`src/rtl/sha256_pkg.sv`:
```
// Shared definitions for the bit-serial SHA-256 datapath.
//  SHA_W_WORD  : bits per serial word
//  SHA_ROUNDS  : compression words per block
//  seq_state_t : sequencer FSM states
//  clog2_min1  : $clog2 clamped to at least 1, for counters that may hold a single value
package sha256_pkg;

    localparam int unsigned SHA_W_WORD = 32;
    localparam int unsigned SHA_ROUNDS = 64;

    typedef enum logic [1:0] {
        SEQ_IDLE,
        SEQ_RUN,
        SEQ_FLUSH,
        SEQ_DONE
    } seq_state_t;

    function automatic int unsigned clog2_min1(input int unsigned v);
        return (v > 1) ? $clog2(v) : 1;
    endfunction

endpackage

```
`src/rtl/bclk_divider.sv`:
```
// Bit-clock divider: produces bclk with HALF_PERIOD clk cycles per phase, starting low.
// Ports:
//  clk        in   system clock
//  rst        in   synchronous active-high reset
//  en         in   run enable; 0 forces bclk low and clears the phase counter
//  bclk       out  registered bit clock
//  bit_rise   out  registered strobe, high in the first cycle of each high phase
//  bit_fall   out  registered strobe, high in the first cycle of each low phase after a high
//  fall_tick  out  combinational: bclk falls on the coming edge
module bclk_divider
    import sha256_pkg::*;
#(
    parameter int unsigned HALF_PERIOD = 2
) (
    input  logic clk,
    input  logic rst,
    input  logic en,
    output logic bclk,
    output logic bit_rise,
    output logic bit_fall,
    output logic fall_tick
);

    localparam int unsigned PW = $clog2(HALF_PERIOD + 1);
    localparam logic [PW-1:0] PHASE_LAST = PW'(HALF_PERIOD - 1);

    logic [PW-1:0] phase;
    logic          phase_end;

    assign phase_end = (phase == PHASE_LAST);
    // Lets the sequencer update counter/round on the same edge that bclk drops.
    assign fall_tick = en && bclk && phase_end;

    always_ff @(posedge clk) begin
        if (rst || !en) begin
            phase    <= '0;
            bclk     <= 1'b0;
            bit_rise <= 1'b0;
            bit_fall <= 1'b0;
        end else begin
            bit_rise <= 1'b0;
            bit_fall <= 1'b0;
            if (phase_end) begin
                phase    <= '0;
                bclk     <= ~bclk;
                bit_rise <= ~bclk;
                bit_fall <= bclk;
            end else begin
                phase <= phase + 1'b1;
            end
        end
    end

endmodule

```
`src/rtl/sha_bit_sequencer.sv`:
```
// Timing master for the bit-serial SHA-256 datapath. On start, runs ROUNDS words then
// FLUSH_WORDS drain words of W_WORD bits each, then pulses done for one cycle.
// Ports:
//  clk        in   system clock
//  rst        in   synchronous active-high reset
//  start      in   request one block run; ignored while busy
//  busy       out  run in progress (RUN or FLUSH)
//  done       out  one-cycle pulse after the final bit
//  flush      out  high during drain words
//  bclk       out  bit clock; consumers record on rise, play on fall
//  counter    out  bit index within the current word, changes only as bclk falls
//  round      out  word index 0..ROUNDS-1, holds ROUNDS-1 while flushing
//  bit_rise   out  first cycle of each bclk high phase
//  bit_fall   out  first cycle of each bclk low phase following a high
//  word_last  out  counter at its last bit while busy
module sha_bit_sequencer
    import sha256_pkg::*;
#(
    parameter int unsigned W_WORD      = SHA_W_WORD,
    parameter int unsigned ROUNDS      = SHA_ROUNDS,
    parameter int unsigned FLUSH_WORDS = 1,
    parameter int unsigned HALF_PERIOD = 2
) (
    input  logic                      clk,
    input  logic                      rst,
    input  logic                      start,
    output logic                      busy,
    output logic                      done,
    output logic                      flush,
    output logic                      bclk,
    output logic [$clog2(W_WORD)-1:0] counter,
    output logic [$clog2(ROUNDS)-1:0] round,
    output logic                      bit_rise,
    output logic                      bit_fall,
    output logic                      word_last
);

    localparam int unsigned CW = $clog2(W_WORD);
    localparam int unsigned RW = $clog2(ROUNDS);
    localparam int unsigned FW = clog2_min1(FLUSH_WORDS);

    localparam logic [CW-1:0] CNT_LAST = CW'(W_WORD - 1);
    localparam logic [RW-1:0] RND_LAST = RW'(ROUNDS - 1);
    localparam logic [FW-1:0] FL_LAST  = FW'((FLUSH_WORDS > 0) ? FLUSH_WORDS - 1 : 0);

    seq_state_t    state;
    logic [FW-1:0] flush_cnt;
    logic          fall_tick;

    assign word_last = busy && (counter == CNT_LAST);

    // busy is registered, so the divider starts its first low phase in the first busy cycle.
    bclk_divider #(
        .HALF_PERIOD(HALF_PERIOD)
    ) u_div (
        .clk      (clk),
        .rst      (rst),
        .en       (busy),
        .bclk     (bclk),
        .bit_rise (bit_rise),
        .bit_fall (bit_fall),
        .fall_tick(fall_tick)
    );

    always_ff @(posedge clk) begin
        if (rst) begin
            state     <= SEQ_IDLE;
            busy      <= 1'b0;
            done      <= 1'b0;
            flush     <= 1'b0;
            counter   <= '0;
            round     <= '0;
            flush_cnt <= '0;
        end else begin
            done <= 1'b0;
            case (state)
                SEQ_IDLE: begin
                    if (start) begin
                        state <= SEQ_RUN;
                        busy  <= 1'b1;
                    end
                end
                SEQ_RUN: begin
                    if (fall_tick) begin
                        if (counter == CNT_LAST) begin
                            counter <= '0;
                            if (round == RND_LAST) begin
                                if (FLUSH_WORDS == 0) begin
                                    state <= SEQ_DONE;
                                    busy  <= 1'b0;
                                    done  <= 1'b1;
                                    round <= '0;
                                end else begin
                                    state     <= SEQ_FLUSH;
                                    flush     <= 1'b1;
                                    flush_cnt <= '0;
                                end
                            end else begin
                                round <= round + 1'b1;
                            end
                        end else begin
                            counter <= counter + 1'b1;
                        end
                    end
                end
                SEQ_FLUSH: begin
                    if (fall_tick) begin
                        if (counter == CNT_LAST) begin
                            counter <= '0;
                            if (flush_cnt == FL_LAST) begin
                                state <= SEQ_DONE;
                                busy  <= 1'b0;
                                done  <= 1'b1;
                                flush <= 1'b0;
                                round <= '0;
                            end else begin
                                flush_cnt <= flush_cnt + 1'b1;
                            end
                        end else begin
                            counter <= counter + 1'b1;
                        end
                    end
                end
                SEQ_DONE: begin
                    if (start) begin
                        state <= SEQ_RUN;
                        busy  <= 1'b1;
                    end else begin
                        state <= SEQ_IDLE;
                    end
                end
                default: state <= SEQ_IDLE;
            endcase
        end
    end

endmodule

```
`config.mk`:
```
export PLATFORM = sky130hd
export DESIGN_NAME = sha_bit_sequencer
export DESIGN_NICKNAME = d
export VERILOG_FILES = /design/src/rtl/sha256_pkg.sv /design/src/rtl/bclk_divider.sv /design/src/rtl/sha_bit_sequencer.sv
export SDC_FILE = /design/constraint.sdc
export NUM_CORES = 1
export LEC_CHECK = 0
export CAP_MARGIN = 20
export CELL_PAD_IN_SITES_DETAIL_PLACEMENT = 1
export CELL_PAD_IN_SITES_GLOBAL_PLACEMENT = 1
export CORE_ASPECT_RATIO = 0.8
export CORE_MARGIN = 1.5
export CORE_UTILIZATION = 40
export CTS_CLUSTER_SIZE = 14
export DETAILED_ROUTE_END_ITERATION = 6
export PLACE_DENSITY = 0.85
export SYNTH_ARGS = -nofsm -noshare
export SYNTH_HDL_FRONTEND = slang
export SYNTH_SLANG_ARGS = --single-unit
```
`constraint.sdc`:
```
create_clock -name clk -period 3.2 [get_ports clk]
set_clock_uncertainty 0.1 [all_clocks]
set_input_delay 0.64 -clock clk [delete_from_list [all_inputs] [get_ports clk]]
set_output_delay 0.64 -clock clk [all_outputs]
set_load 0.01 [all_outputs]
```
==> results of run 1 <==
==> logic make-up after synthesis <==
kind of cell | count (synthesis) | share of synthesized area
mux | 2 | 0.0187
xor+xnor | 1 | 0.00819
simple gates | 43 | 0.239
buf+inv | 11 | 0.0398
fa+ha+maj | 9 | 0.105
compound gates | 32 | 0.197
flops | 21 | 0.393
==> power by group through the flow <==
stage / Combinational, uW / Sequential, uW / Clock (uW)
final: 260 / 322 / 124
after CTS: 261 / 322 / 131
after floorplan: 183 / 325 / 0
after global routing: 296 / 328 / 141
after detailed placement: 260 / 328 / 0
after global placement: 244 / 325 / 0
==> Yosys cell counts <==
library cell | n | area, um2
o2111ai_1 | 1 | 8.76
a41oi_1 | 1 | 8.76
nor4_1 | 1 | 6.26
and3_1 | 2 | 12.5
nand4_1 | 5 | 31.3
nand2_1 | 5 | 18.8
o21ai_2 | 1 | 8.76
a31o_2 | 2 | 17.5
o21ai_4 | 1 | 16.3
a21oi_1 | 12 | 60.1
inv_1 | 6 | 22.5
clkbuf_1 | 4 | 15.0
ha_1 | 9 | 113
dfxtp_1 | 21 | 420
nor2_1 | 9 | 33.8
or4b_1 | 3 | 30.0
nor3_1 | 5 | 25.0
o22ai_1 | 1 | 6.26
nand3_1 | 2 | 10.0
a221oi_1 | 1 | 8.76
a31oi_1 | 2 | 12.5
or4_1 | 2 | 15.0
nand3b_1 | 1 | 7.51
o221ai_1 | 1 | 8.76
xnor2_1 | 1 | 8.76
and4_4 | 1 | 11.3
nand4_2 | 1 | 12.5
buf_2 | 1 | 5.00
nand2b_1 | 2 | 12.5
o41ai_1 | 1 | 8.76
a211oi_1 | 2 | 15.0
nor3b_1 | 1 | 7.51
and4_1 | 1 | 8.76
o21ai_0 | 6 | 30.0
mux2i_1 | 2 | 20.0
and2_1 | 2 | 12.5
==> worst max-delay path, delay by kind of cell, from the launching register on <==
| kind | cells | cell delay (ns) |
|---|---|---|
| fa+ha+maj | 2 | 0.49 |
| flops | 1 | 0.44 |
| buf+inv | 1 | 0.53 |
| simple gates | 2 | 0.33 |
==> registers in the layout, summed over array words and instances (netlist names) <==
name            count
busy                1
counter             5
done                1
flush               1
round               6
state               2
u_div.bclk          1
u_div.bit_fall      1
u_div.bit_rise      1
u_div.phase         2
==> through the flow <==
stage          instance area, um2  std cells  utilization  power (uW)
2_1_floorplan                1070        119            -         508
3_3_place_gp                 1290        170        0.522         569
3_5_place_dp                 1290        170        0.522         588
4_1_cts                      1320        174        0.533         714
5_1_grt                      1320        174        0.533         765
6_report                     1320        174        0.533         706
==> path summary, 6_finish.rpt <==
path | slack, ns | end | cells past startpoint | startpoint
setup / recovery | 0.36 | word_last | 5 | counter[0]
setup reg to reg | 0.88 | state[0] | 7 | counter[0]
hold reg to reg | 0.35 | u_div.phase[0] | 1 | u_div.phase[0]
hold / removal | 0.35 | u_div.phase[0] | 1 | u_div.phase[0]
==> layout make-up <==
type                    instances  area, um2
fillers                       316       1160
well taps                      36       45.0
repair buffers                 20        200
multi-input cells              87        607
flip-flops and latches         21        420
clock buffers                   3       22.5
clock inverters                 1       5.00
inverters                       6       22.5
==> layer usage <==
| layer | global-route usage | vias up | routed length [um] |
|---|---|---|---|
| met5 | 0 | - | 0 |
| met4 | 0.0543 | 0 | 30 |
| met3 | 0.0504 | 4 | 94 |
| met2 | 0.326 | 20 | 1200 |
| met1 | 0.231 | 466 | 1170 |
| li1 | - | 482 | - |
==> results.cfg, run 1 <==
[worst_setup_path]
crit_top_cell = ha_1
cpPeakStageDelay_ns = 0.53
cp_max_fo = 8
start_kind = register
critical_path_class = reg2out
cp.arrival_ns = 2.10
cp.required_ns = 2.46
end_kind = primary output
cpMaxStageDelayCell = clkdlybuf4s50_1
crit_chain = ha_1 > and3_1 > ha_1 > and2_1 > clkdlybuf4s50_1

[route]
drt-pass1-iter-count = 4
ant_nets = 0
drt-total-wl_um = 2500
vias = 972
routedWlPerCell_um = 14.4
drt_iter0_drc = 23
drc = 0
viasPerCell = 5.59

[logic_synthesis]
synth.cell_area_um2 = 1070
synth-seq-cells = 21
ys_seq_area_frac = 0.393
synth_cell_type_count = 36
synth_nets = 131
syn-instance-count = 119
synth_warnings = 0
syn_avg_cell_area_um2 = 8.99

[sta]
layout_setup_ws_ns = 0.359
worst_slew_pin_slew_ns = 0.651
hold_viol = 0
min_period_ns = 2.84
fmax_mhz = 352
relSlewSlack = 0.565
hold_slack_ns = 0.351
drv_slew = 0
rsz0062_at_grt = no
tns_ns = 0
setup_viol = 0
post-route-period-util = 0.888

[finish]
nets = 151
drive_above_1_share = 0.0725
area_growth_pct = 23.6
diodes = 0
final_common_cell = dfxtp_1
final_cell_mix = 21 x dfxtp_1, 20 x clkdlybuf4s50_1, 12 x a21oi_1

[clock_network]
cts_buffers = 3
cts_resized = 0
clock_latency_ns = 0.30
root_buffer = clkbuf_4
post_cts_buffers = 0
hold_buffers = 0
cts_buffer_depth = 2
clkTransAtPathRegs_ns = 0.11
cts_tree = built
ctsHtreeMaxLevel = 1
clock-sinks = 21

[status]
status = finished clean

[floorplanning]
die_x_um = 60.8
core.rowCount = 16
start_util = 0.431
dieHeight_um = 49.3
design.die.area_um2 = 3000
ios = 21
core_um2 = 2480

[pwr]
combPwrFrac = 0.368
power.share.switching = 0.374
power_frac_clock = 0.176
intPower_uw = 442
switching_power_uw = 264
ir_worst_vdd_uv = 368
power.density_nw_per_um2 = 534
power_frac_seq = 0.455
p_leak_uw = 0.000465

[placement]
gp_congestion = 0.815
portBuffers = 20
dp_hpwl_um = 1920
place_ws_ns = 0.718

[global_routing]
grt_util_all_layers = 0.191
grt_pass1_vias = 990
grt_max_degree = 19
grt_pass1_wl_um = 4400
grt_overflow = 0
antenna_found_initial = 0

[run]
cap_violations = 0

[min_path]
worstHoldPathType = reg2reg
Power figures use the tool's default switching activity.
==> run 2: changes to the inputs <==
--- a/config.mk
+++ b/config.mk
@@ -5,6 +5,7 @@
 export SDC_FILE = /design/constraint.sdc
 export NUM_CORES = 1
 export LEC_CHECK = 0
+export ABC_CLOCK_PERIOD_IN_PS = 3200
 export CAP_MARGIN = 20
 export CELL_PAD_IN_SITES_DETAIL_PLACEMENT = 1
 export CELL_PAD_IN_SITES_GLOBAL_PLACEMENT = 1
==> results of run 2 <==
The final DEF is identical to that of run 1; final timing and power are the same.
